$ cat src/rtl/psinr_status_merge.sv
// Merges the combiner, PSINR calc and PSINR output status streams into one tagged,
// FIFO-buffered stream, with per-source saturating event counters and sticky errors.
module psinr_status_merge #(
    parameter int FIFO_DEPTH = 8,
    parameter int CNT_W      = 16
) (
    input  logic                          clk,
    input  logic                          arst_n,
    input  logic                          comb_status_tvalid,
    input  logic [11:0]                   comb_status_tdata,
    output logic                          comb_status_tready,
    input  logic                          psinr_calc_status_tvalid,
    input  logic [9:0]                    psinr_calc_status_tdata,
    output logic                          psinr_calc_status_tready,
    input  logic                          psinr_out_status_tvalid,
    input  logic [6:0]                    psinr_out_status_tdata,
    output logic                          psinr_out_status_tready,
    output logic                          m_status_tvalid,
    output logic [15:0]                   m_status_tdata,
    input  logic                          m_status_tready,
    input  logic                          clr,
    output logic [CNT_W-1:0]              cnt_comb,
    output logic [CNT_W-1:0]              cnt_calc,
    output logic [CNT_W-1:0]              cnt_out,
    output logic [2:0]                    err_sticky,
    output logic [$clog2(FIFO_DEPTH):0]   fifo_level
);
    localparam int AW = $clog2(FIFO_DEPTH);
    localparam int LW = AW + 1;
    localparam logic [CNT_W-1:0] CNT_MAX = '1;

    logic [2:0]       in_valid;
    logic [11:0]      in_data [3];
    logic [2:0]       in_ready;
    logic [2:0]       hs;
    logic [2:0]       err_bit;
    logic [2:0]       hold_valid;
    logic [11:0]      hold_data [3];
    logic [2:0]       grant;
    logic             gnt_any;
    logic [1:0]       gnt_idx;
    logic [1:0]       rr_ptr;
    logic [CNT_W-1:0] cnt [3];
    logic [2:0]       err;

    assign in_valid   = {psinr_out_status_tvalid, psinr_calc_status_tvalid, comb_status_tvalid};
    assign in_data[0] = comb_status_tdata;
    assign in_data[1] = {2'b00, psinr_calc_status_tdata};
    assign in_data[2] = {5'b00000, psinr_out_status_tdata};

    genvar gi;
    generate
        for (gi = 0; gi < 3; gi++) begin : g_src
            assign in_ready[gi] = !hold_valid[gi] || grant[gi];
            assign hs[gi]       = in_valid[gi] && in_ready[gi];
            assign err_bit[gi]  = in_data[gi][0];
        end
    endgenerate

    assign comb_status_tready       = in_ready[0];
    assign psinr_calc_status_tready = in_ready[1];
    assign psinr_out_status_tready  = in_ready[2];
    assign cnt_comb   = cnt[0];
    assign cnt_calc   = cnt[1];
    assign cnt_out    = cnt[2];
    assign err_sticky = err;

    // Round-robin search from rr_ptr; space is judged on the registered level only.
    always_comb begin
        logic [2:0] sum;
        logic [1:0] idx;
        grant   = '0;
        gnt_any = 1'b0;
        gnt_idx = '0;
        sum     = '0;
        idx     = '0;
        if (fifo_level < LW'(FIFO_DEPTH)) begin
            for (int k = 0; k < 3; k++) begin
                sum = {1'b0, rr_ptr} + 3'(k);
                idx = (sum >= 3'd3) ? 2'(sum - 3'd3) : 2'(sum);
                if (!gnt_any && hold_valid[idx]) begin
                    grant[idx] = 1'b1;
                    gnt_any    = 1'b1;
                    gnt_idx    = idx;
                end
            end
        end
    end

    always_ff @(posedge clk or negedge arst_n) begin
        if (!arst_n) begin
            hold_valid <= '0;
            rr_ptr     <= '0;
            err        <= '0;
            for (int i = 0; i < 3; i++) begin
                hold_data[i] <= '0;
                cnt[i]       <= '0;
            end
        end else begin
            if (gnt_any)
                rr_ptr <= (gnt_idx == 2'd2) ? 2'd0 : gnt_idx + 2'd1;
            err <= (clr ? 3'b000 : err) | (hs & err_bit);
            for (int i = 0; i < 3; i++) begin
                if (hs[i]) begin
                    hold_valid[i] <= 1'b1;
                    hold_data[i]  <= in_data[i];
                end else if (grant[i]) begin
                    hold_valid[i] <= 1'b0;
                end
                if (clr)
                    cnt[i] <= hs[i] ? CNT_W'(1) : '0;
                else if (hs[i] && cnt[i] != CNT_MAX)
                    cnt[i] <= cnt[i] + CNT_W'(1);
            end
        end
    end

    logic            push;
    logic            pop;
    logic [15:0]     push_word;
    logic [15:0]     mem [FIFO_DEPTH];
    logic [15:0]     head;
    logic [AW-1:0]   wr_ptr;
    logic [AW-1:0]   rd_ptr;
    logic [AW-1:0]   rd_ptr_next;
    logic [LW-1:0]   level_after_pop;
    logic [LW-1:0]   level_next;

    assign push            = gnt_any;
    assign pop             = m_status_tvalid && m_status_tready;
    assign push_word       = {gnt_idx, 2'b00, hold_data[gnt_idx]};
    assign level_after_pop = fifo_level - LW'(pop);
    assign level_next      = level_after_pop + LW'(push);
    assign rd_ptr_next     = rd_ptr + AW'(pop);
    assign m_status_tvalid = (fifo_level != '0);
    assign m_status_tdata  = head;

    always_ff @(posedge clk) begin
        if (push)
            mem[wr_ptr] <= push_word;
    end

    // The head register tracks the oldest entry; a push into an otherwise empty
    // buffer bypasses the array since that write lands on the same edge.
    always_ff @(posedge clk or negedge arst_n) begin
        if (!arst_n) begin
            wr_ptr     <= '0;
            rd_ptr     <= '0;
            fifo_level <= '0;
            head       <= '0;
        end else begin
            if (push)
                wr_ptr <= wr_ptr + AW'(1);
            rd_ptr     <= rd_ptr_next;
            fifo_level <= level_next;
            if (level_next == '0)
                head <= '0;
            else if (push && level_after_pop == '0)
                head <= push_word;
            else
                head <= mem[rd_ptr_next];
        end
    end
endmodule

$ cat config.mk
export PLATFORM = sky130hd
export DESIGN_NAME = psinr_status_merge
export DESIGN_NICKNAME = d
export VERILOG_FILES = /design/src/rtl/psinr_status_merge.sv
export SDC_FILE = /design/constraint.sdc
export NUM_CORES = 1
export LEC_CHECK = 0
export CAP_MARGIN = 25
export CORE_MARGIN = 2
export CORE_UTILIZATION = 59
export DETAILED_ROUTE_END_ITERATION = 6
export PLACE_DENSITY = 0.83
export SLEW_MARGIN = 30
export SYNTH_ARGS = -nofsm -noshare
export SYNTH_HDL_FRONTEND = slang
export SYNTH_SLANG_ARGS = --single-unit
$ cat constraint.sdc
create_clock -name clk -period 9.15 [get_ports clk]
set_input_delay 2.2875 -clock clk [delete_from_list [all_inputs] [get_ports clk]]
set_output_delay 2.2875 -clock clk [all_outputs]
set_load 0.02 [all_outputs]
==> summary.txt, run 1 <==
Power and ir drop
  • PD cells: ~350 nW/um^2
  • Switching power: roughly 1500 uW
  • Sequential share of power: about two fifths
  • Clock network power share: 21.5%
  • Gate power share: 40.0%
  • Switching share of power: between 30% and 40%
  • Max VDD drop: roughly 0.24 mV
  • Pleak: 0.00452 uW
  • Pint: between 2000 and 3000 uW

Drt
  • Via density: between 6 and 7
  • Post-route ant nets: 0
  • Pre-antenna DRT Iters: 5
  • DRC: 0
  • Final wirelength: 23.5 mm
  • Routed vias: roughly 7000
  • 1st-iter DRT viols: 642
  • Routed length per placed instance: 21.3 um

Layout
  • Nets: 918
  • Filler Cells Inserted: 1063
  • Layout cells sized above 1: 15.6%
  • Ant. Diodes: 0
  • Syn-to-layout area delta: 20.5%

Floorplan
  • Core area: 16600 sq um
  • IO Pins: 111
  • Die span in y: 135 um
  • DIE AREA: 18200 sq um
  • Die X: 135 um
  • Rows: 47
  • Initial Util: 60.6%

Yosys
  • Commonest cells post-synth: 112 x edfxtp_1, 109 x dfrtp_1, 41 x mux2_2, 41 x nand2_1, 37 x a21oi_1
  • Most frequent cell after synthesis: edfxtp_1
  • Area contributors post-synth: edfxtp_1 33%, dfrtp_1 27%, mux4_2 6.3%, mux2_2 4.6%, a21oi_1 1.8%
  • Yosys top cell area share: 33.3%
  • Count of cell types in the netlist: 63
  • Number of synthesized register bits: roughly 220
  • Sequential area share after synthesis: 60.4%
  • Synth area leader: edfxtp_1
  • Ys async rst share: 49.3%
  • Syn Area/Cell: around 13 sq um
  • Gate Count Post-Synth: 763
  • Post-synthesis cell area: approximately 10000 sq um
  • Post-synth EDFFs: 112
  • Dominant synthesized flop cell: edfxtp_1
  • Ys Warns: 0

Job
  • Max cap viols: 0

Worst setup path
  • WS Path Type: reg -> out
  • Critical Path RT: 6.86 ns
  • R2R cell count: 8
  • CP top delay family: compound AO/OA/AOI/OAI gates
  • Worst path depth: 8
  • Critical path endpoint category: primary output
  • Critical Path Max Stage Delay: 0.71 ns
  • Crit-path cells: inv_1 > ha_1 > or4bb_1 > a211oi_1 > a221o_1 > a21oi_1 > o21ai_0 > clkdlybuf4s50_1
  • CP Launch Type: flop
  • Crit-path max FO: 13
  • Worst path slowest cell: clkdlybuf4s50_1
  • Worst Path Buf+Inv: 2
  • WP data arrival: 3.58 ns

Timing
  • Unrepaired setup endpoints after global routing: no
  • Worst hold slack: around 0.5 ns
  • Final setup fails: 0
  • Final Max Slew Viols: 0
  • Slew at the pin with the worst max-slew slack: between 0.9 and 1 ns
  • Endpoints failing hold: 0
  • Max-slew headroom: around 37%
  • Setup TNS: 0 ns
  • Fin Clk Skew: 0.0122 ns
  • Final period utilization: 64.1%
  • Slack of the critical path: about 3.3 ns
  • Fin crit period: 5.86 ns
  • Fmax: 171 MHz

CTS
  • H-tree depth: 1
  • Hold Buf Count CTS: 0
  • CTS tree: done
  • Cts bufs inserted: 23
  • Resize count post-CTS: 0
  • Worst-skew pair later-pin latency: 0.51 ns
  • Clock Tree Root: clkbuf_16
  • Sink Count: 221
  • CTS clk-pin slew, worst paths: ~0.060 ns
  • Maximum root-to-sink buffer count: 3
  • Setup bufs post-CTS: 0

Run status
  • Status: finished, final reports clean

Placement
  • Routability cong.: between 0.9 and 1
  • Port-buffer cells: 108
  • Post-DP HPWL: 15.3 mm
  • Dpl ws: between 3 and 4 ns

GRT
  • M1 GR Usage: 35.0%
  • Met3 Track Usage GR: under 10%
  • Total track usage: 26.7%
  • Largest net degree at the start of global routing: 80
  • Busiest layer in global routing: met2
  • Met2 Track Usage GR: 45.9%
  • Vias in the first global route: 7180
  • Initial antenna violation count: 0
  • First-pass GRT wire length: 37.8 mm
  • Grt total ovfl: 0

Worst hold path
  • Worst Hold Class: reg -> reg
  • Hold path depth: 2
logic make-up (layout without fill, tap and decap cells):
logic type | count (synthesis) | count (layout) | synth area share (%)
flip-flops | 221 | 221 | 60.4
multiplexers | 81 | 81 | 12.0
AND/OR/NAND/NOR | 225 | 225 | 12.4
adder cells (fa/ha/maj) | 16 | 16 | 1.95
buffers and inverters | 73 | 194 | 3.18
AO/OA/AOI/OAI | 139 | 139 | 9.38
XOR/XNOR | 7 | 7 | 0.608
other | 1 | 2 | 0.0372
placed cells by master, fill, tap and decap left out, types with 17 or more instances in the layout:
cell type,instances
edfxtp_1,112
dfrtp_1,109
clkdlybuf4s50_1,106
nand2_1,41
mux2_2,41
a21oi_1,37
o21ai_0,30
nor2_1,29
mux4_2,28
inv_1,25
nor2b_1,24
clkbuf_16,23
nand3_1,22
nor3_1,18
a211oi_1,18
o31ai_1,17
or4_1,17
worst reg2reg max path: stages (launching register included):
cell     delay, ns
dfrtp_1       0.38
inv_1         0.09
ha_1          0.46
maj3_1        0.40
o21ai_0       0.46
inv_2         0.39
nor2_1        0.70
a22oi_1       0.27
inv_1         0.26
per-layer routing:
layer | part of all wire (%) | up-vias
li1 | - | 3135
met1 | 39 | 3466
met2 | 51 | 319
met3 | 7.0 | 61
met4 | 3.1 | 0
met5 | 0 | -
power by group through the flow:
stage	clock [uW]	sequential (uW)	combinational, uW
3_3_place_gp	0	1620	1570
6_report	910	1630	1690
3_5_place_dp	0	1640	1670
4_1_cts	923	1630	1690
5_1_grt	964	1650	1820
2_1_floorplan	0	1640	1110
through the flow:
step	util [%]	cells	area (sq um)	power (uW)
3_5_place_dp	68.5	1063	11400	3310
2_1_floorplan	-	764	10100	2740
4_1_cts	73.0	1105	12100	4240
5_1_grt	73.0	1105	12200	4440
6_report	73.0	1105	12200	4230
3_3_place_gp	68.5	1062	11400	3180
cell type report:
type                    instances  area, sq um  share of cell area, %
flip-flops and latches        221         6090                   50.1
inverters                      28          105                  0.865
clock inverters                10          105                  0.865
clock buffers                  32          629                   5.18
multi-input cells             470         3740                   30.8
well taps                     220          275                   2.27
repair buffers                124         1210                   9.94
flip-flops by register name (all words and copies together) (netlist names):
| name | count |
|---|---|
| cnt_out | 16 |
| rr_ptr | 2 |
| cnt_calc | 16 |
| hold_valid | 3 |
| rd_ptr | 3 |
| mem | 112 |
| m_status_tdata | 14 |
| wr_ptr | 3 |
| err_sticky | 3 |
| hold_data | 29 |
| cnt_comb | 16 |
| fifo_level | 4 |
path summary, 6_finish.rpt:
path / slack (ns) / start / to
max in group asynchronous: 6.36 / arst_n / m_status_tdata[3]
hold / removal: 0.50 / hold_data[12] / hold_data[12]
hold reg to reg: 0.50 / hold_data[12] / hold_data[12]
min in group asynchronous: 1.73 / arst_n / m_status_tdata[0]
setup / recovery: 3.29 / rr_ptr[0] / comb_status_tready
setup reg to reg: 5.55 / rr_ptr[0] / mem[7][9]
Power figures use the tool's default switching activity.
==> inputs of run 2 (changes only) <==
--- a/config.mk
+++ b/config.mk
@@ -7,9 +7,9 @@
 export LEC_CHECK = 0
 export CAP_MARGIN = 25
 export CORE_MARGIN = 2
-export CORE_UTILIZATION = 59
+export CORE_UTILIZATION = 51
 export DETAILED_ROUTE_END_ITERATION = 6
-export PLACE_DENSITY = 0.83
+export PLACE_DENSITY = 0.76
 export SLEW_MARGIN = 30
 export SYNTH_ARGS = -nofsm -noshare
 export SYNTH_HDL_FRONTEND = slang
==> constraint.sdc (replaced) <==
create_clock -name clk -period 5.1 [get_ports clk]
set_input_delay 1.275 -clock clk [delete_from_list [all_inputs] [get_ports clk]]
set_output_delay 1.275 -clock clk [all_outputs]
set_load 0.02 [all_outputs]
==> run 2 against run 1 <==
  * Hold slack worse by 0.0069 ns
  * Combinational power is 79% higher
  * Non-clock buffer count is 1 higher
  * Critical path depth stayed put
  * Flip-flop and latch count stayed put
  * Count of clock-buffer cells in the layout is 1 lower
  * Wire length is 2.6% lower
  * Worst setup slack worse by 3.0 ns
  * Clock skew is 0.0020 ns higher
  * Critical path type unchanged
  * Critical endpoint unchanged
==> summary.txt, run 2 (synthesis results as in run 1) <==
Run status
  • Status: finished, final reports clean

Drt
  • Routed vias: 6831 (-2.1%)
  • Post-route ant nets: 0 (unchanged)
  • 1st-iter DRT viols: 364 (-43%)
  • Final wirelength: 22.9 mm (-2.6%)
  • Via density: 5.93 (-6.1%)
  • Routed length per placed instance: 19.9 um (-6.5%)
  • DRC: 0 (unchanged)
  • Pre-antenna DRT Iters: 5 (unchanged)

Timing
  • Max-slew headroom: 33.2% (-3.6 points)
  • Fin crit period: a little under 5 ns
  • Final Max Slew Viols: 0 (unchanged)
  • Setup TNS: 0 ns (unchanged)
  • Slew at the pin with the worst max-slew slack: 1.00 ns (+0.0535 ns)
  • Final period utilization: 95.2%
  • Endpoints failing hold: 0 (unchanged)
  • Fmax: 206 MHz
  • Final setup fails: 0 (unchanged)
  • Fin Clk Skew: 0.0142 ns (+0.00205 ns)
  • Unrepaired setup endpoints after global routing: no

Worst setup path
  • Crit-path cells: inv_1 > ha_1 > or4bb_1 > a211oi_1 > a221o_1 > a21oi_1 > o21ai_0 > clkdlybuf4s50_1
  • Critical path endpoint category: primary output
  • Critical Path RT: 3.83 ns (-3.03 ns)
  • R2R cell count: 6 (-2)
  • Worst path slowest cell: clkdlybuf4s50_1
  • Crit-path max FO: 13 (unchanged)
  • Critical Path Max Stage Delay: 0.68 ns (-0.03 ns)
  • CP top delay family: compound AO/OA/AOI/OAI gates
  • WP data arrival: 3.58 ns (about the same)
  • CP Launch Type: flop
  • WS Path Type: reg -> out
  • Worst Path Buf+Inv: 2 (unchanged)
  • Worst path depth: 8 (unchanged)

Layout
  • Util after Layout: 63.1% (-9.9 points)
  • Syn-to-layout area delta: 21.7%
  • Ant. Diodes: 0 (unchanged)
  • Largest Register: mem
  • Most frequent cells in the layout: 112 x edfxtp_1, 109 x dfrtp_1, 106 x clkdlybuf4s50_1
  • Nets: 920 (+0.22%)
  • Layout cells sized above 1: 15.8% (+0.19 points)
  • Max reg flops: 112 (unchanged)
  • Top Registers: mem: 112 flops, hold_data: 29 flops
  • Most common cell after layout, fill and taps aside: edfxtp_1

Power and ir drop
  • Max VDD drop: 0.330 mV (+37%)
  • Total power: 7560 uW (+79%)
  • Pleak: 0.00454 uW (+0.46%)
  • PD cells: 616 nW/um^2 (+77%)

GRT
  • Total track usage: 22.0% (-4.7 points)
  • Largest net degree at the start of global routing: 59 (-26%)
  • Grt total ovfl: 0 (unchanged)
  • Initial antenna violation count: 0 (unchanged)
  • Vias in the first global route: 6334 (-12%)
  • First-pass GRT wire length: 35.1 mm (-7.2%)

Floorplan
  • DIE AREA: 20900 sq um (+15%)
  • Die span in y: 145 um (+7.3%)
  • Die X: 145 um (+7.3%)
  • IO Pins: 111 (unchanged)
  • Core area: 19500 sq um (+17%)
  • Rows: 51 (+8.5%)
  • Initial Util: 51.8% (-8.8 points)

Job
  • Max cap viols: 0 (unchanged)

CTS
  • Worst-skew pair later-pin latency: 0.52 ns (about the same)
  • Cts bufs inserted: 24 (+4.3%)
  • CTS tree: done
  • H-tree depth: 1 (unchanged)
  • Clock Tree Root: clkbuf_16
  • Maximum root-to-sink buffer count: 3 (unchanged)
  • Hold Buf Count CTS: 0 (unchanged)
  • CTS clk-pin slew, worst paths: 0.06 ns (about the same)
  • Sink Count: 221 (unchanged)
  • Resize count post-CTS: 0 (unchanged)
  • Setup bufs post-CTS: 0 (unchanged)

Worst hold path
  • Worst Hold Class: reg -> reg
  • Hold path depth: 1 (-1)

Placement
  • Routability cong.: 0.841 (-9.1%)
  • Post-DP HPWL: 14.4 mm (-5.5%)
  • Port-buffer cells: 108 (unchanged)
-- run 2: cell types whose count changed in the layout (fill, tap and decap cells not counted), moves of 2 or more --
cell	previous run	this run
nor3_4	0	2
nor3b_4	0	3
clkbuf_8	2	0
nor3b_2	4	1
clkinv_1	3	6
nor3_1	18	16
buf_4	16	14
-- run 2: worst paths after layout --
| kind | from | to | slack (ns) |
|---|---|---|---|
| worst max-delay path | rr_ptr[0] | comb_status_tready | 0.24 |
| worst min-delay path | err_sticky[0] | err_sticky[0] | 0.50 |
| worst max register to register | rr_ptr[0] | mem[2][2] | 1.46 |
| worst min register to register | err_sticky[0] | err_sticky[0] | 0.50 |
| max in group asynchronous | arst_n | hold_data[30] | 3.29 |
| min in group asynchronous | arst_n | hold_valid[1] | 0.81 |
-- run 2: routing by layer --
metal | track usage (%) | vias to the layer above | share of wire, %
met2 | 35.6 | 224 | 49
met3 | 3.41 | 34 | 5.6
met4 | 5.72 | 0 | 2.1
li1 | - | 3149 | -
met5 | 0 | - | 0
met1 | 31.3 | 3424 | 43
-- run 2: per-stage QoR --
| stage | cells | worst slack (ns) | hold WS [ns] | cell area [sq um] |
|---|---|---|---|---|
| 3_3_place_gp | 1105 | 0.920 | 0.474 | 11500 |
| 5_1_grt | 1152 | 0.0850 | 0.514 | 12300 |
| 4_1_cts | 1149 | 0.266 | 0.501 | 12200 |
| 2_1_floorplan | 764 | 1.54 | 0.450 | 10100 |
| 6_report | 1152 | 0.245 | 0.497 | 12300 |
| 3_5_place_dp | 1106 | 0.808 | 0.488 | 11500 |
-- run 2: power breakdown --
part	total, uW	switching [uW]	internal, uW
Sequential	2930	283	2650
Clock	1600	685	919
Combinational	3030	1730	1290
-- run 2: cell type report --
| class | count | area [sq um] |
|---|---|---|
| Tap cell | 265 | 332 |
| Inverter | 28 | 105 |
| Clock inverter | 12 | 95.1 |
| Fill cell | 1416 | 7180 |
| Clock buffer | 31 | 627 |
| Timing Repair Buffer | 125 | 1240 |
| Multi-Input combinational cell | 470 | 3790 |
| Sequential cell | 221 | 6090 |
==> inputs of run 3 (changes only) <==
--- a/config.mk
+++ b/config.mk
@@ -9,6 +9,7 @@
 export CORE_MARGIN = 2
 export CORE_UTILIZATION = 51
 export DETAILED_ROUTE_END_ITERATION = 6
+export HOLD_SLACK_MARGIN = 0.02
 export PLACE_DENSITY = 0.76
 export SLEW_MARGIN = 30
 export SYNTH_ARGS = -nofsm -noshare
==> constraint.sdc (replaced) <==
create_clock -name clk -period 5.1 [get_ports clk]
set_input_delay 0.765 -clock clk [delete_from_list [all_inputs] [get_ports clk]]
set_output_delay 0.765 -clock clk [all_outputs]
set_load 0.02 [all_outputs]
==> run 3 against run 2 <==
  * Critical path depth unchanged
  * First-iteration DRC count up 28%
  * Die area unchanged
  * Utilization is 0.46 points higher
  * Final cell count did not move
  * Combinational power about the same
  * Register-to-register slack improved by 0.03 ns
  * Wire length rose by 1.3%
  * Via count about the same
  * Largest cell class unchanged
==> summary.txt, run 3 (synthesis results as in run 1) <==
Worst setup path
  • WP data arrival: 3.54 ns (-0.04 ns)
  • Crit-path cells: inv_1 > ha_1 > or4bb_1 > a211oi_1 > a221o_1 > a21oi_1 > o21ai_0 > clkdlybuf4s50_1
  • Worst Path Buf+Inv: 2 (unchanged)
  • Critical Path Max Stage Delay: 0.68 ns (about the same)
  • WS Path Type: reg -> out
  • R2R cell count: 7 (+1)
  • Critical path endpoint category: primary output
  • Crit-path max FO: 13 (unchanged)
  • CP Launch Type: flop
  • Worst path slowest cell: clkdlybuf4s50_1
  • Worst path depth: 8 (unchanged)
  • Critical Path RT: 4.34 ns (+0.51 ns)
  • CP top delay family: compound AO/OA/AOI/OAI gates

GRT
  • Initial antenna violation count: 0 (unchanged)
  • Grt total ovfl: 0 (unchanged)
  • Vias in the first global route: 6531 (+3.1%)
  • First-pass GRT wire length: 36.1 mm (+3.1%)
  • Largest net degree at the start of global routing: 70 (+19%)
  • Total track usage: 22.6% (+0.62 points)

CTS
  • CTS tree: done
  • Setup bufs post-CTS: 0 (unchanged)
  • Cts bufs inserted: 24 (unchanged)
  • Hold Buf Count CTS: 0 (unchanged)
  • Sink Count: 221 (unchanged)
  • Resize count post-CTS: 0 (unchanged)
  • H-tree depth: 1 (unchanged)
  • Worst-skew pair later-pin latency: 0.52 ns (about the same)
  • Maximum root-to-sink buffer count: 3 (unchanged)
  • Clock Tree Root: clkbuf_16
  • CTS clk-pin slew, worst paths: 0.06 ns (about the same)

Timing
  • Fin Clk Skew: 0.0181 ns (+0.00390 ns)
  • Fin crit period: 4.31 ns (-0.546 ns)
  • Setup TNS: 0 ns (unchanged)
  • Final period utilization: 84.5% (-11 points)
  • Final Max Slew Viols: 0 (unchanged)
  • Endpoints failing hold: 0 (unchanged)
  • Slew at the pin with the worst max-slew slack: 0.946 ns (-0.0543 ns)
  • Fmax: 232 MHz (+13%)
  • Final setup fails: 0 (unchanged)
  • Unrepaired setup endpoints after global routing: no
  • Max-slew headroom: 36.7% (+3.5 points)

Power and ir drop
  • PD cells: 626 nW/um^2 (+1.8%)
  • Sequential share of power: 37.8% (-0.9 points)
  • Pleak: 0.00458 uW (+0.87%)
  • Switching power: 2710 uW (+0.41%)
  • Total power: 7750 uW (+2.5%)
  • Gate power share: 39.0% (-1.0 points)
  • Clock network power share: 23.2% (+2.0 points)
  • Pint: 5030 uW (+3.6%)
  • Switching share of power: 35.0% (-0.72 points)
  • Max VDD drop: 0.406 mV (+23%)

Drt
  • Pre-antenna DRT Iters: 5 (unchanged)
  • Post-route ant nets: 0 (unchanged)
  • DRC: 0 (unchanged)
  • Routed vias: 6826 (-0.073%)
  • 1st-iter DRT viols: 467 (+28%)
  • Routed length per placed instance: 20.1 um (+1.3%)
  • Via density: 5.93 (about the same)
  • Final wirelength: 23.2 mm (+1.3%)

Floorplan
  • DIE AREA: 20900 sq um (unchanged)
  • Rows: 51 (unchanged)
  • Die span in y: 145 um (unchanged)
  • Initial Util: 51.8% (unchanged)
  • IO Pins: 111 (unchanged)
  • Die X: 145 um (unchanged)
  • Core area: 19500 sq um (unchanged)

Layout
  • Max reg flops: 112 (unchanged)
  • Layout cells sized above 1: 16.0% (+0.23 points)
  • Most common cell after layout, fill and taps aside: edfxtp_1
  • Ant. Diodes: 0 (unchanged)
  • Util after Layout: 63.5% (+0.46 points)
  • Syn-to-layout area delta: 22.6%
  • Nets: 919 (-0.11%)
  • Largest Register: mem
  • Final instance area: 12400 sq um (+0.72%)
  • Top Registers: mem: 112 flops, hold_data: 29 flops
  • Most frequent cells in the layout: 112 x edfxtp_1, 109 x dfrtp_1, 106 x clkdlybuf4s50_1

Placement
  • Post-DP HPWL: 14.5 mm (+0.30%)
  • DP Area: 11500 sq um (about the same)
  • Routability cong.: 0.859 (+2.1%)
  • Port-buffer cells: 108 (unchanged)

Worst hold path
  • Worst Hold Class: in -> async

Run status
  • Status: finished, final reports clean

Job
  • Max cap viols: 0 (unchanged)
run 3: final cells by class:
type                            count  area [sq um]
Fill cell                        1454          7090
Sequential cell                   221          6090
Clock inverter                     13           179
Clock buffer                       31           647
Multi-Input combinational cell    470          3780
Inverter                           28           105
Timing Repair Buffer              124          1230
Tap cell                          265           332
run 3: per-layer routing:
layer,track usage (%),part of all wire (%),vias up
li1,-,-,3136
met1,31.4,42,3417
met2,36.8,49,223
met3,3.34,5.6,50
met4,7.72,3.3,0
met5,0,0,-
run 3: path summary, 6_finish.rpt:
kind / endpoint / slack, ns / from
min in group clk: hold_data[27] / 0.50 / hold_data[27]
max in group asynchronous: cnt_comb[5] / 3.80 / arst_n
setup reg to reg: mem[4][5] / 1.49 / rr_ptr[0]
hold reg to reg: hold_data[27] / 0.50 / hold_data[27]
hold / removal: fifo_level[3] / 0.28 / arst_n
setup / recovery: comb_status_tready / 0.79 / rr_ptr[0]
run 3: power by group through the flow:
stage	sequential, uW	clock, uW	combinational (uW)
2_1_floorplan	2940	0	1980
4_1_cts	2930	1820	3030
5_1_grt	2970	1890	3310
3_5_place_dp	2960	0	3010
6_report	2930	1800	3020
3_3_place_gp	2930	0	2890
run 3: per-stage QoR:
step                instances  worst slack [ns]  hold WS [ns]
finish                   1152             0.791         0.279
global route             1152             0.529         0.336
CTS                      1150             0.780         0.438
detailed placement       1106              1.31         0.489
global placement         1105              1.42         0.478
floorplan                 764              1.54         0.450
